--- config.mk ---
export PLATFORM = sky130hd
export DESIGN_NAME = buffer_scanout
export DESIGN_NICKNAME = d
export VERILOG_FILES = /design/src/rtl/buffer_scanout_pkg.sv /design/src/rtl/buffer_scanout_raster_timing.sv /design/src/rtl/buffer_scanout.sv
export SDC_FILE = /design/constraint.sdc
export NUM_CORES = 1
export LEC_CHECK = 0
export ABC_AREA = 0
export CAP_MARGIN = 20
export CORE_AREA = 2 2 68 103
export DETAILED_ROUTE_END_ITERATION = 8
export DIE_AREA = 0 0 70 105
export MAX_ROUTING_LAYER = met4
export SYNTH_ARGS = -nofsm -noshare
export SYNTH_HDL_FRONTEND = slang
export SYNTH_SLANG_ARGS = --single-unit
--- constraint.sdc ---
create_clock -name clk -period 3.2 [get_ports clk]
set_input_delay 0.32 -clock clk [delete_from_list [all_inputs] [get_ports clk]]
set_output_delay 0.32 -clock clk [all_outputs]
set_load 0.05 [all_outputs]
--- src/rtl/buffer_scanout_pkg.sv ---
// buffer_scanout_pkg: default video timing and sync polarity shared by video blocks
package buffer_scanout_pkg;
  localparam int DEF_H_ACTIVE = 128;
  localparam int DEF_H_FP = 8;
  localparam int DEF_H_SYNC = 16;
  localparam int DEF_H_BP = 8;
  localparam int DEF_V_ACTIVE = 64;
  localparam int DEF_V_FP = 2;
  localparam int DEF_V_SYNC = 2;
  localparam int DEF_V_BP = 2;
  localparam logic SYNC_ACTIVE = 1'b0;
  function automatic logic sync_level(input logic on);
    return on ? SYNC_ACTIVE : ~SYNC_ACTIVE;
  endfunction
endpackage

--- src/rtl/buffer_scanout_raster_timing.sv ---
// raster_timing: h/v raster counters with active, sync and vblank-start strobes
module raster_timing
  import buffer_scanout_pkg::*;
#(
  parameter int H_ACTIVE = DEF_H_ACTIVE,
  parameter int H_FP = DEF_H_FP,
  parameter int H_SYNC = DEF_H_SYNC,
  parameter int H_BP = DEF_H_BP,
  parameter int V_ACTIVE = DEF_V_ACTIVE,
  parameter int V_FP = DEF_V_FP,
  parameter int V_SYNC = DEF_V_SYNC,
  parameter int V_BP = DEF_V_BP
) (
  input  logic clk,
  input  logic rst_n,
  input  logic enable,
  output logic active,
  output logic hs,
  output logic vs,
  output logic first,
  output logic vblank_next,
  output logic frame_end
);
  localparam int H_TOTAL = H_ACTIVE + H_FP + H_SYNC + H_BP;
  localparam int V_TOTAL = V_ACTIVE + V_FP + V_SYNC + V_BP;
  localparam int HW = $clog2(H_TOTAL + 1);
  localparam int VW = $clog2(V_TOTAL + 1);
  logic [HW-1:0] h_q, h_d;
  logic [VW-1:0] v_q, v_d;
  logic h_last, v_last;
  always_comb begin
    h_last = h_q == HW'(H_TOTAL - 1);
    v_last = v_q == VW'(V_TOTAL - 1);
    h_d = (!enable || h_last) ? '0 : h_q + 1'b1;
    v_d = !enable ? '0 : !h_last ? v_q : v_last ? '0 : v_q + 1'b1;
    active = enable && h_q < HW'(H_ACTIVE) && v_q < VW'(V_ACTIVE);
    hs = sync_level(enable && h_q >= HW'(H_ACTIVE + H_FP) && h_q < HW'(H_ACTIVE + H_FP + H_SYNC));
    vs = sync_level(enable && v_q >= VW'(V_ACTIVE + V_FP) && v_q < VW'(V_ACTIVE + V_FP + V_SYNC));
    first = enable && h_q == '0 && v_q == '0;
    vblank_next = enable && h_last && v_q == VW'(V_ACTIVE - 1);
    frame_end = enable && h_last && v_last;
  end
  always_ff @(posedge clk or negedge rst_n) begin
    if (!rst_n) begin
      h_q <= '0;
      v_q <= '0;
    end else begin
      h_q <= h_d;
      v_q <= v_d;
    end
  end
endmodule

--- src/rtl/buffer_scanout.sv ---
// buffer_scanout: raster scan of the displayed frame buffer with vblank-aligned buffer swaps
module buffer_scanout
  import buffer_scanout_pkg::*;
#(
  parameter int DATA_WIDTH = 16,
  parameter int ADDRESS_WIDTH = 16,
  parameter int H_ACTIVE = DEF_H_ACTIVE,
  parameter int H_FP = DEF_H_FP,
  parameter int H_SYNC = DEF_H_SYNC,
  parameter int H_BP = DEF_H_BP,
  parameter int V_ACTIVE = DEF_V_ACTIVE,
  parameter int V_FP = DEF_V_FP,
  parameter int V_SYNC = DEF_V_SYNC,
  parameter int V_BP = DEF_V_BP
) (
  input  logic                     clk,
  input  logic                     rst_n,
  input  logic                     enable,
  output logic [ADDRESS_WIDTH-1:0] buffer_address,
  input  logic [DATA_WIDTH-1:0]    buffer_data,
  input  logic                     swap_req,
  output logic                     swap_ack,
  output logic                     display_select,
  output logic [DATA_WIDTH-1:0]    pixel_data,
  output logic                     de,
  output logic                     hsync,
  output logic                     vsync,
  output logic                     frame_start
);
  logic active0, hs0, vs0, first0, vblank_next, frame_end;
  logic [ADDRESS_WIDTH-1:0] a_q, a_d;
  logic act1_q, act1_d, hs1_q, hs1_d, vs1_q, vs1_d, fs1_q, fs1_d;
  logic de_q, de_d, hsync_q, hsync_d, vsync_q, vsync_d, frame_start_q, frame_start_d;
  logic [DATA_WIDTH-1:0] pixel_data_q, pixel_data_d;
  logic swap_ack_q, swap_ack_d, display_select_q, display_select_d;
  raster_timing #(
    .H_ACTIVE(H_ACTIVE), .H_FP(H_FP), .H_SYNC(H_SYNC), .H_BP(H_BP),
    .V_ACTIVE(V_ACTIVE), .V_FP(V_FP), .V_SYNC(V_SYNC), .V_BP(V_BP)
  ) u_timing (
    .clk(clk),
    .rst_n(rst_n),
    .enable(enable),
    .active(active0),
    .hs(hs0),
    .vs(vs0),
    .first(first0),
    .vblank_next(vblank_next),
    .frame_end(frame_end)
  );
  // Swap is decided on the edge that enters vblank, so the new buffer is never visible mid-frame.
  always_comb begin
    a_d = (!enable || frame_end) ? '0 : active0 ? a_q + 1'b1 : a_q;
    act1_d = active0;
    hs1_d = hs0;
    vs1_d = vs0;
    fs1_d = first0;
    de_d = act1_q;
    hsync_d = hs1_q;
    vsync_d = vs1_q;
    frame_start_d = fs1_q;
    pixel_data_d = act1_q ? buffer_data : '0;
    swap_ack_d = vblank_next && swap_req;
    display_select_d = display_select_q ^ swap_ack_d;
  end
  always_ff @(posedge clk or negedge rst_n) begin
    if (!rst_n) begin
      a_q <= '0;
      act1_q <= 1'b0;
      hs1_q <= ~SYNC_ACTIVE;
      vs1_q <= ~SYNC_ACTIVE;
      fs1_q <= 1'b0;
      de_q <= 1'b0;
      hsync_q <= ~SYNC_ACTIVE;
      vsync_q <= ~SYNC_ACTIVE;
      frame_start_q <= 1'b0;
      pixel_data_q <= '0;
      swap_ack_q <= 1'b0;
      display_select_q <= 1'b0;
    end else begin
      a_q <= a_d;
      act1_q <= act1_d;
      hs1_q <= hs1_d;
      vs1_q <= vs1_d;
      fs1_q <= fs1_d;
      de_q <= de_d;
      hsync_q <= hsync_d;
      vsync_q <= vsync_d;
      frame_start_q <= frame_start_d;
      pixel_data_q <= pixel_data_d;
      swap_ack_q <= swap_ack_d;
      display_select_q <= display_select_d;
    end
  end
  assign buffer_address = active0 ? a_q : '0;
  assign swap_ack = swap_ack_q;
  assign display_select = display_select_q;
  assign pixel_data = pixel_data_q;
  assign de = de_q;
  assign hsync = hsync_q;
  assign vsync = vsync_q;
  assign frame_start = frame_start_q;
endmodule

==> reports/metrics.json <==
{
  "switchingPower": {"value": 428, "unit": "uW"},
  "syn_inst": {"value": 235},
  "grt_first_pass_wirelength": {"value": 9.04, "unit": "mm"},
  "htree_num_levels": {"value": 3},
  "worstSetupPathType": {"value": "flip-flop to output pin"},
  "postSynth.asyncResetShare": {"value": 1.00},
  "cts_inserted_buffers": {"value": 9},
  "power.density_cell_area": {"value": 471, "unit": "nW/um^2"},
  "required_time_worst_endpoint": {"value": 2880, "unit": "ps"},
  "detail_route.vias_per_cell": {"value": 5.00},
  "critical_path.cell_chain": {"value": "or3b_1 -> inv_1 -> buf_4 -> and2_1 -> buf_12"},
  "netSwitchingFraction": {"value": 0.255},
  "dr_total_vias": {"value": 1910},
  "worst_hold_path_type": {"value": "flip-flop to flip-flop"},
  "finalSetupTns": {"value": 0, "unit": "ps"},
  "run_status": {"value": "finished, final reports clean"},
  "worst_setup_path_start_kind": {"value": "flip-flop"},
  "clk_pin_slew": {"value": 70, "unit": "ps"},
  "die-height": {"value": 105, "unit": "um"},
  "floorplan.io_pins": {"value": 58},
  "n_antenna_cell": {"value": 0},
  "floorplan.initialDensity": {"value": 0.393},
  "cp-end-kind": {"value": "output pin"},
  "final_wl": {"value": 5.33, "unit": "mm"},
  "rsz_0062_raised_after_global_routing": {"value": "false"},
  "fp-row-count": {"value": 36},
  "final_common_cell": {"value": "dfrtp_1"},
  "post_cts_resize_count": {"value": 0},
  "finalNetCount": {"value": 327},
  "cts_max_path_buffers": {"value": 2},
  "synth.lib_cells_used.distinct": {"value": 35},
  "synth.yosys.warnings": {"value": 0},
  "vdd_ir_drop_max": {"value": 0.000246, "unit": "V"},
  "grt_pass1_vias": {"value": 1904},
  "power.internal": {"value": 1.25, "unit": "mW"},
  "synth_nets": {"value": 261},
  "synth_seq_area_share": {"value": 0.569},
  "avgSynthCellArea": {"value": 10.7, "unit": "um^2"},
  "critPathMaxStageDelay": {"value": 590, "unit": "ps"},
  "route.antenna.remaining_nets": {"value": 0},
  "power_frac_seq": {"value": 0.449},
  "max-cap-violations": {"value": 0},
  "proportion_of_layout_cells_with_a_drive_suffix_above_1": {"value": 0.137},
  "synth_edf_count": {"value": 0},
  "post-route-period-util": {"value": 0.781},
  "grt_start_max_net_pins": {"value": 36},
  "post-route-worst-setup-slack": {"value": 701, "unit": "ps"},
  "max-slew-margin-rel": {"value": 0.642},
  "max_clock_freq": {"value": 400, "unit": "MHz"},
  "leakagePower": {"value": 1.53, "unit": "nW"},
  "synth_top_area_share": {"value": 0.528},
  "n_fill_cell": {"value": 593},
  "grt_antenna_before_repair": {"value": 0},
  "numClockSinks": {"value": 57},
  "clock-skew-final": {"value": 15.6, "unit": "ps"},
  "die-width": {"value": 70, "unit": "um"},
  "core_area": {"value": 6400, "unit": "um^2"},
  "worst_path_max_delay_cell": {"value": "or3b_1"},
  "drt-initial-drc-count": {"value": 105},
  "port_buffers": {"value": 57},
  "die_area": {"value": 7350, "unit": "um^2"},
  "crit_path_max_fo": {"value": 14},
  "cts_tree": {"value": "built"},
  "detail_route.first_pass.iterations": {"value": 4},
  "final_cell_mix": {"value": "53 x dfrtp_1, 40 x clkdlybuf4s50_1, 35 x and2_1, 19 x nor2_1, 15 x buf_12"},
  "netlist_top_cells_area": {"value": "dfrtp_1 53%, and2_1 8.7%, dfstp_2 4.2%"},
  "global_route.overflow_total": {"value": 0},
  "gr-usage-all-layers": {"value": 0.162},
  "final.min_clock_period": {"value": 2500, "unit": "ps"},
  "yosys_most_used_dff": {"value": "dfrtp_1"},
  "synthDominantAreaCellType": {"value": "dfrtp_1"},
  "dp_hpwl": {"value": 3.81, "unit": "mm"},
  "power.share.combinational": {"value": 0.097},
  "syn-cell-area": {"value": 2510, "unit": "um^2"},
  "detailedPlace.worstSlack": {"value": 658, "unit": "ps"},
  "cts.root.buffer_cell": {"value": "clkbuf_8"},
  "setup_viol": {"value": 0},
  "routedWlPerCell": {"value": 13.9, "unit": "um"},
  "reg2reg_from": {"value": "u_timing.v_q[6]"},
  "synth_seq_cells": {"value": 57},
  "power_frac_clock": {"value": 0.454},
  "finalWeightedCongestion": {"value": 0.798},
  "drt_drc_violations_left": {"value": 0},
  "timing.final.max_slew_violations": {"value": 0},
  "area_growth": {"value": 41.7, "unit": "%"},
  "hold_viol": {"value": 0},
  "clk_latency": {"value": 340, "unit": "ps"},
  "timing.critical_path.arrival": {"value": 2180, "unit": "ps"},
  "min_from": {"value": "vs1_q"},
  "startpoint_of_the_worst_setup_timing_path": {"value": "u_timing.v_q[6]"},
  "tightestPinTransition": {"value": 535, "unit": "ps"}
}
-- critical path, delay by kind of cell, from the launching register on --
family                 cells  cell delay [ps]
DFF                        1              440
and+or+nand+nor            2              780
buffers and inverters      3              640
-- timing repair --
| action | in CTS | in global routing |
|---|---|---|
| hold endpoints to repair | 22 | 0 |
| hold buffers | 1 | 0 |
| endpoints found under the setup margin | 0 | 0 |
| setup buffers | 0 | 0 |
-- cells by family (layout without fill, tap and decap cells) --
family,after synthesis,in the layout,synth area share
AOI/OAI and AO/OA,23,23,0.0558
buffers and inverters,14,85,0.0214
adders and majority gates,6,6,0.0299
DFF,57,57,0.569
xor gates and xnor gates,19,19,0.0662
and+or+nand+nor,116,116,0.257
-- synthesized netlist by cell type, drive strengths merged (4+ instances only) --
library cell / n
dfrtp: 53
and2: 35
nor2: 19
nand3: 14
nand2: 12
xor2: 10
nand4: 9
xnor2: 9
inv: 7
o21ai: 7
a21oi: 6
and3: 6
clkbuf: 6
ha: 6
dfstp: 4
nor4: 4
or3: 4
-- per-layer routing --
metal	routed length, um	global-route usage	vias up
met5	0	-	-
met4	76	0.0701	0
met3	189	0.0415	8
met2	2980	0.278	37
met1	2090	0.174	918
li1	-	-	947
-- flip-flops by register name (all words and copies together) (netlist names) --
name	cells
a_q	16
swap_ack	1
u_timing.h_q	8
pixel_data	16
frame_start_d	1
hs1_q	1
display_select	1
u_timing.v_q	7
hsync	1
vsync	1
frame_start	1
vs1_q	1
de	1
act1_q	1
-- area by class of cell --
class | count | area (um^2) | area share
Sequential cell | 57 | 1430 | 0.402
Inverter | 7 | 26.3 | 0.00738
Timing Repair Buffer | 62 | 753 | 0.212
Tap cell | 76 | 95.1 | 0.0267
Multi-Input combinational cell | 164 | 1030 | 0.289
Clock inverter | 7 | 103 | 0.0288
Clock buffer | 9 | 124 | 0.0348
-- worst paths after layout --
path | to | slack (ps) | depth (start not counted)
min in group asynchronous | pixel_data[13] | 470 | 2
worst min-delay path | vsync | 360 | 0
worst min register to register | vsync | 360 | 0
max in group asynchronous | vsync | 1860 | 3
worst max register to register | a_q[14] | 980 | 4
worst max-delay path | buffer_address[1] | 700 | 5
-- power groups by stage --
stage	Clock (mW)	Combinational (mW)	Sequential, mW
CTS	0.779	0.166	0.754
finish	0.761	0.163	0.754
global route	0.808	0.176	0.757
detailed placement	0	0.165	0.768
global placement	0	0.165	0.768
floorplan	0	0.0381	0.811
-- through the flow --
step / hold WS, ps / instances / instance area [um^2] / total power, mW / util
after global placement: 329 / 365 / 3320 / 0.932 / 0.520
after global routing: 354 / 382 / 3560 / 1.74 / 0.557
after floorplan: 24.4 / 235 / 2510 / 0.849 / -
after CTS: 357 / 382 / 3560 / 1.70 / 0.557
final: 356 / 382 / 3560 / 1.68 / 0.557
after detailed placement: 329 / 365 / 3320 / 0.933 / 0.520
Power figures use the tool's default switching activity.
